`config.mk`:
```
export PLATFORM = sky130hd
export DESIGN_NAME = mem_access_stage
export DESIGN_NICKNAME = d
export VERILOG_FILES = /design/src/rtl/mem_access_stage.sv
export SDC_FILE = /design/constraint.sdc
export NUM_CORES = 1
export LEC_CHECK = 0
export ABC_AREA = 1
export ABC_CLOCK_PERIOD_IN_PS = 3000
export CAP_MARGIN = 40
export CORE_MARGIN = 1.5
export CORE_UTILIZATION = 50
export DETAILED_ROUTE_END_ITERATION = 8
export PLACE_DENSITY = 0.95
export SLEW_MARGIN = 15
export SYNTH_ARGS = -nofsm -noshare
export SYNTH_HDL_FRONTEND = slang
export SYNTH_SLANG_ARGS = --single-unit
```
`constraint.sdc`:
```
create_clock -name clk -period 3 [get_ports clk]
set_input_delay 0.45 -clock clk [delete_from_list [all_inputs] [get_ports clk]]
set_output_delay 0.45 -clock clk [all_outputs]
set_load 0.03 [all_outputs]
```
`src/rtl/mem_access_stage.sv`:
```
// Memory-access pipeline stage: issues loads/stores on a req/gnt/rvalid bus,
// aligns and extends load data, and retires one result per instruction to writeback.
module mem_access_stage #(
  parameter int XLEN        = 32,
  parameter int TIMEOUT_CYC = 16
) (
  input  logic            clk,
  input  logic            rst_n,
  input  logic            ex_valid,
  output logic            ex_ready,
  input  logic [6:0]      ex_opcode,
  input  logic [2:0]      ex_funct3,
  input  logic [4:0]      ex_rd,
  input  logic [XLEN-1:0] ex_aluout,
  input  logic [XLEN-1:0] ex_rs2_value,
  output logic            dmem_req,
  output logic            dmem_we,
  output logic [XLEN-1:0] dmem_addr,
  output logic [3:0]      dmem_be,
  output logic [XLEN-1:0] dmem_wdata,
  input  logic            dmem_gnt,
  input  logic            dmem_rvalid,
  input  logic [XLEN-1:0] dmem_rdata,
  output logic            wb_valid,
  output logic            wb_we,
  output logic [4:0]      wb_rd,
  output logic [XLEN-1:0] wb_data,
  output logic            wb_exc,
  output logic [1:0]      wb_exc_code
);

  localparam logic [6:0] OP_LOAD   = 7'b0000011;
  localparam logic [6:0] OP_STORE  = 7'b0100011;
  localparam logic [6:0] OP_BRANCH = 7'b1100011;
  localparam int CNT_W = (TIMEOUT_CYC > 1) ? $clog2(TIMEOUT_CYC) : 1;
  localparam logic [CNT_W-1:0] CNT_LAST = CNT_W'(TIMEOUT_CYC - 1);

  typedef enum logic [1:0] {ST_IDLE, ST_REQ, ST_WAIT} state_e;
  typedef enum logic [1:0] {EXC_NONE, EXC_MISALIGN, EXC_FUNCT3, EXC_TIMEOUT} exc_e;

  state_e           state_q;
  logic [CNT_W-1:0] cnt_q;
  logic             is_load_q;
  logic [2:0]       funct3_q;
  logic [1:0]       off_q;

  logic            is_load, is_store, is_mem, f3_illegal, misaligned;
  logic [3:0]      be_d;
  logic [XLEN-1:0] wdata_d, lane, load_data;

  assign ex_ready = (state_q == ST_IDLE);

  always_comb begin
    // NOTE: every signal gets a default first so no path through the block infers a latch.
    is_load    = (ex_opcode == OP_LOAD);
    is_store   = (ex_opcode == OP_STORE);
    is_mem     = is_load || is_store;
    f3_illegal = 1'b0;
    misaligned = 1'b0;
    be_d       = 4'b1111;
    wdata_d    = ex_rs2_value;
    if (is_load)       f3_illegal = (ex_funct3 == 3'b011) || (ex_funct3[2:1] == 2'b11);
    else if (is_store) f3_illegal = (ex_funct3 > 3'b010);

    // funct3[1:0] encodes access size for both loads and stores.
    case (ex_funct3[1:0])
      2'b00: begin
        be_d    = 4'b0001 << ex_aluout[1:0];
        wdata_d = {4{ex_rs2_value[7:0]}};
      end
      2'b01: begin
        misaligned = ex_aluout[0];
        be_d       = 4'b0011 << ex_aluout[1:0];
        wdata_d    = {2{ex_rs2_value[15:0]}};
      end
      default: misaligned = |ex_aluout[1:0];
    endcase

    lane = dmem_rdata >> {off_q, 3'b000};
    case (funct3_q)
      3'b000:  load_data = {{(XLEN-8){lane[7]}}, lane[7:0]};
      3'b001:  load_data = {{(XLEN-16){lane[15]}}, lane[15:0]};
      3'b100:  load_data = {{(XLEN-8){1'b0}}, lane[7:0]};
      3'b101:  load_data = {{(XLEN-16){1'b0}}, lane[15:0]};
      default: load_data = dmem_rdata;
    endcase
  end

  always_ff @(posedge clk or negedge rst_n) begin
    if (!rst_n) begin
      state_q     <= ST_IDLE;
      cnt_q       <= '0;
      is_load_q   <= 1'b0;
      funct3_q    <= '0;
      off_q       <= '0;
      dmem_req    <= 1'b0;
      dmem_we     <= 1'b0;
      dmem_addr   <= '0;
      dmem_be     <= '0;
      dmem_wdata  <= '0;
      wb_valid    <= 1'b0;
      wb_we       <= 1'b0;
      wb_rd       <= '0;
      wb_data     <= '0;
      wb_exc      <= 1'b0;
      wb_exc_code <= EXC_NONE;
    end else begin
      // NOTE: non-blocking assignments so every register samples pre-edge values.
      wb_valid <= 1'b0;
      case (state_q)
        ST_IDLE: begin
          if (ex_valid) begin
            wb_rd       <= ex_rd;
            wb_data     <= ex_aluout;
            wb_we       <= 1'b0;
            wb_exc      <= 1'b0;
            wb_exc_code <= EXC_NONE;
            if (!is_mem) begin
              wb_valid <= 1'b1;
              wb_we    <= (ex_rd != 5'd0) && (ex_opcode != OP_BRANCH);
            end else if (f3_illegal) begin
              wb_valid    <= 1'b1;
              wb_exc      <= 1'b1;
              wb_exc_code <= EXC_FUNCT3;
            end else if (misaligned) begin
              wb_valid    <= 1'b1;
              wb_exc      <= 1'b1;
              wb_exc_code <= EXC_MISALIGN;
            end else begin
              state_q    <= ST_REQ;
              dmem_req   <= 1'b1;
              dmem_we    <= is_store;
              dmem_addr  <= {ex_aluout[XLEN-1:2], 2'b00};
              dmem_be    <= be_d;
              dmem_wdata <= wdata_d;
              is_load_q  <= is_load;
              funct3_q   <= ex_funct3;
              off_q      <= ex_aluout[1:0];
            end
          end
        end
        ST_REQ: begin
          if (dmem_gnt) begin
            dmem_req <= 1'b0;
            if (is_load_q) begin
              state_q <= ST_WAIT;
              cnt_q   <= '0;
            end else begin
              state_q  <= ST_IDLE;
              wb_valid <= 1'b1;
              wb_we    <= 1'b0;
            end
          end
        end
        ST_WAIT: begin
          cnt_q <= cnt_q + CNT_W'(1);
          // Data arriving on the final allowed cycle still beats the timeout.
          if (dmem_rvalid) begin
            state_q  <= ST_IDLE;
            wb_valid <= 1'b1;
            wb_we    <= (wb_rd != 5'd0);
            wb_data  <= load_data;
          end else if (cnt_q == CNT_LAST) begin
            state_q     <= ST_IDLE;
            wb_valid    <= 1'b1;
            wb_we       <= 1'b0;
            wb_exc      <= 1'b1;
            wb_exc_code <= EXC_TIMEOUT;
          end
        end
        default: state_q <= ST_IDLE;
      endcase
    end
  end

endmodule

```
==> results.ini <==
[outcome]
status=completed

[clock_tree]
numCtsBuffers=17
clk_path_buf_depth=2
cts-htree-levels=4
ctsHoldBuffers=0
clk_pin_slew_ns=0.06
postCtsSetupRepairBufs=0
ctsResizeCount=0
cts.sinks=122
clock_latency_ns=0.41
ctsRootBufferMaster=clkbuf_16
cts_tree=done

[routing]
route.vias.total=6851
detail-route-antenna-nets=0
drtPass1Iterations=7
via_per_inst=5.27
drt_iter0_drc=630
wirelength_um=20400
route.detailed.drc=0
wire_per_inst_um=15.7

[worst_setup_path]
crit_type=register to output pin
critical-path-slowest-cell=clkdlybuf4s50_1
critical_path_depth=3
worstSetupEndpointType=output pin
rrSetupSlack_ns=0.83
cp-endpoint=ex_ready
r2r_end=wb_data[5]$_DFFE_PN0P_
critPathArrivalTime_ns=1.90
crit_path_start=state_q[0]$_DFFE_PN0P_
cp_data_required_time_ns=2.55
cpPeakStageDelay_ns=0.70
critPathTopFamily=buffers and inverters
cp_max_fo=5
reg2reg_from=off_q[1]$_DFFE_PN0P_
crit_chain=inv_1, ha_1, clkdlybuf4s50_1
crit_buf_inv=2
rr_worst_depth=5
crit_path_start_kind=register

[hold_path]
hp-class=input pin to async pin

[finish]
layout.nets=1238
design_area_um2=9620
diodes=0
syn_to_final_growth_pct=45.4
drive_gt1_share_pct=7.17

[grt]
grt_pass1_wl_um=33000
grt_pass1_vias=6609
overflow=0
gr-usage-all-layers_pct=29.8
grt_max_degree=45
antenna_found_initial=0

[floorplan]
die_w_um=118
die-area_um2=13900
dieHeight_um=118
core_area_um2=12800
row_count=41
start_util_pct=51.8
io_pins=229

[synth]
netlist.area_leader.share_pct=46.2
netlist_area_um2=6610
synth.distinct_cells=34
yosys-top-cells-area=dfrtp_1 46%, nand2_1 19%, inv_1 5.3%, o21ai_0 4.2%, a21oi_1 3.8%
ys_seq_area_share_pct=46.2
synth_top_cells_by_count=333 x nand2_1, 122 x dfrtp_1, 93 x inv_1
synth_area_per_cell_um2=7.32
ys.flop_type=dfrtp_1
synth_edf_count=0
yosysWarningCount=0
synth.most_common_cell=nand2_1
syn_inst=903
synth_top_area_cell=dfrtp_1
ys_async_sr_fraction_pct=100
ys_seq_elements=122

[placed_design]
hpwl_um=14500
place.gp.congestion=0.916
io_buffers=226
post_dp_cell_area_um2=8950

[sta]
finalSetupViolations=0
skew_ns=0.00675
final.setup.tns_ns=0
slew_viol_final=0
grt_setup_unrepaired=false
fmax_mhz=426
relSlewSlack_pct=48.3
finalCritPeriodShare_pct=78.3
max_slew.worst_pin.slew_ns=0.775
period_minus_slack_ns=2.35
hold_viol_final=0

[pwr]
vdd_ir_drop_max_mv=0.463
p_leak_uw=0.00460
power_density_nw_per_um2=763

[job]
drv_cap=0

## final cells by class
cell class	instances	area, um2
clock buffer	21	450
inverter	99	374
sequential	122	3050
clock inverter	11	218
tap	172	215
multi-input combinational	635	2900
timing repair buffer	241	2410
fill	918	3150
## worst min-delay path by stage
stage                              start  slack (ns)  cells past startpoint                         to
global placement    dmem_req$_DFFE_PN0P_        0.46                      2       dmem_req$_DFFE_PN0P_
detailed placement  dmem_req$_DFFE_PN0P_        0.46                      2       dmem_req$_DFFE_PN0P_
floorplan                          rst_n        0.15                      0       cnt_q[0]$_DFFE_PN0P_
CTS                                rst_n        0.03                      1  dmem_addr[26]$_DFFE_PN0P_
global route                       rst_n        0.06                      1  dmem_addr[21]$_DFFE_PN0P_
finish                             rst_n        0.02                      1  dmem_addr[21]$_DFFE_PN0P_
## stage by stage
stage	cells	power [uW]	hold WS [ns]	worst slack [ns]	utilization, %
2_1_floorplan	904	3810	0.154	1.08	-
3_3_place_gp	1269	4930	0.459	0.635	70.1
3_5_place_dp	1269	5010	0.462	0.547	70.1
4_1_cts	1301	7360	0.0344	0.639	75.3
5_1_grt	1301	7660	0.0603	0.574	75.3
6_report	1301	7340	0.0231	0.650	75.3
## registers in the layout, summed over array words and instances, names as in the netlist, 2 cells and up
name         flops
cnt_q            4
dmem_wdata      32
wb_exc_code      2
funct3_q         3
off_q            2
wb_rd            5
wb_data         32
state_q          2
dmem_addr       30
dmem_be          4
## routing by layer
metal | vias up | global-route usage [%] | share of wire (%)
met2 | 346 | 49.7 | 48
met1 | 3174 | 37.0 | 41
met5 | - | 0 | 0
met3 | 51 | 7.56 | 8.1
met4 | 0 | 12.0 | 2.6
li1 | 3280 | - | -
## cells in the final DEF, fill, tap and decap left out, types with 2 or more instances in the layout
master	synthesis	final
o21ai_1	24	24
clkinv_4	0	2
a21oi_1	50	50
dfrtp_1	122	122
nand3_4	2	2
nand2_1	333	333
nor2_1	59	59
nand4_1	3	3
o21ai_2	10	10
clkinvlp_4	0	2
nand2_2	6	6
conb_1	1	2
bufinv_16	0	6
o211ai_1	8	8
o2111ai_1	6	6
ha_1	6	6
buf_4	12	13
buf_12	0	3
clkdlybuf4s50_1	0	225
clkbuf_16	0	17
nand3_1	50	50
o21ai_0	55	55
nand3_2	3	3
nor2_2	5	5
inv_1	93	93
nor3_1	5	5
inv_2	5	5
clkbuf_1	12	3
## kinds of logic after synthesis
| family | after synthesis | share of synthesized area, % |
|---|---|---|
| flip-flops | 122 | 46.2 |
| other | 1 | 0.0567 |
| buffers and inverters | 147 | 10.1 |
| AO/OA/AOI/OAI | 158 | 13.5 |
| AND/OR/NAND/NOR | 469 | 29.1 |
| adder cells (fa/ha/maj) | 6 | 1.14 |
## power by group
| part | total, uW | switching (uW) | internal (uW) |
|---|---|---|---|
| registers | 2300 | 272 | 2030 |
| logic | 2710 | 1620 | 1080 |
| clock network | 2330 | 749 | 1580 |
No activity file was read; power rests on OpenSTA's default activity.
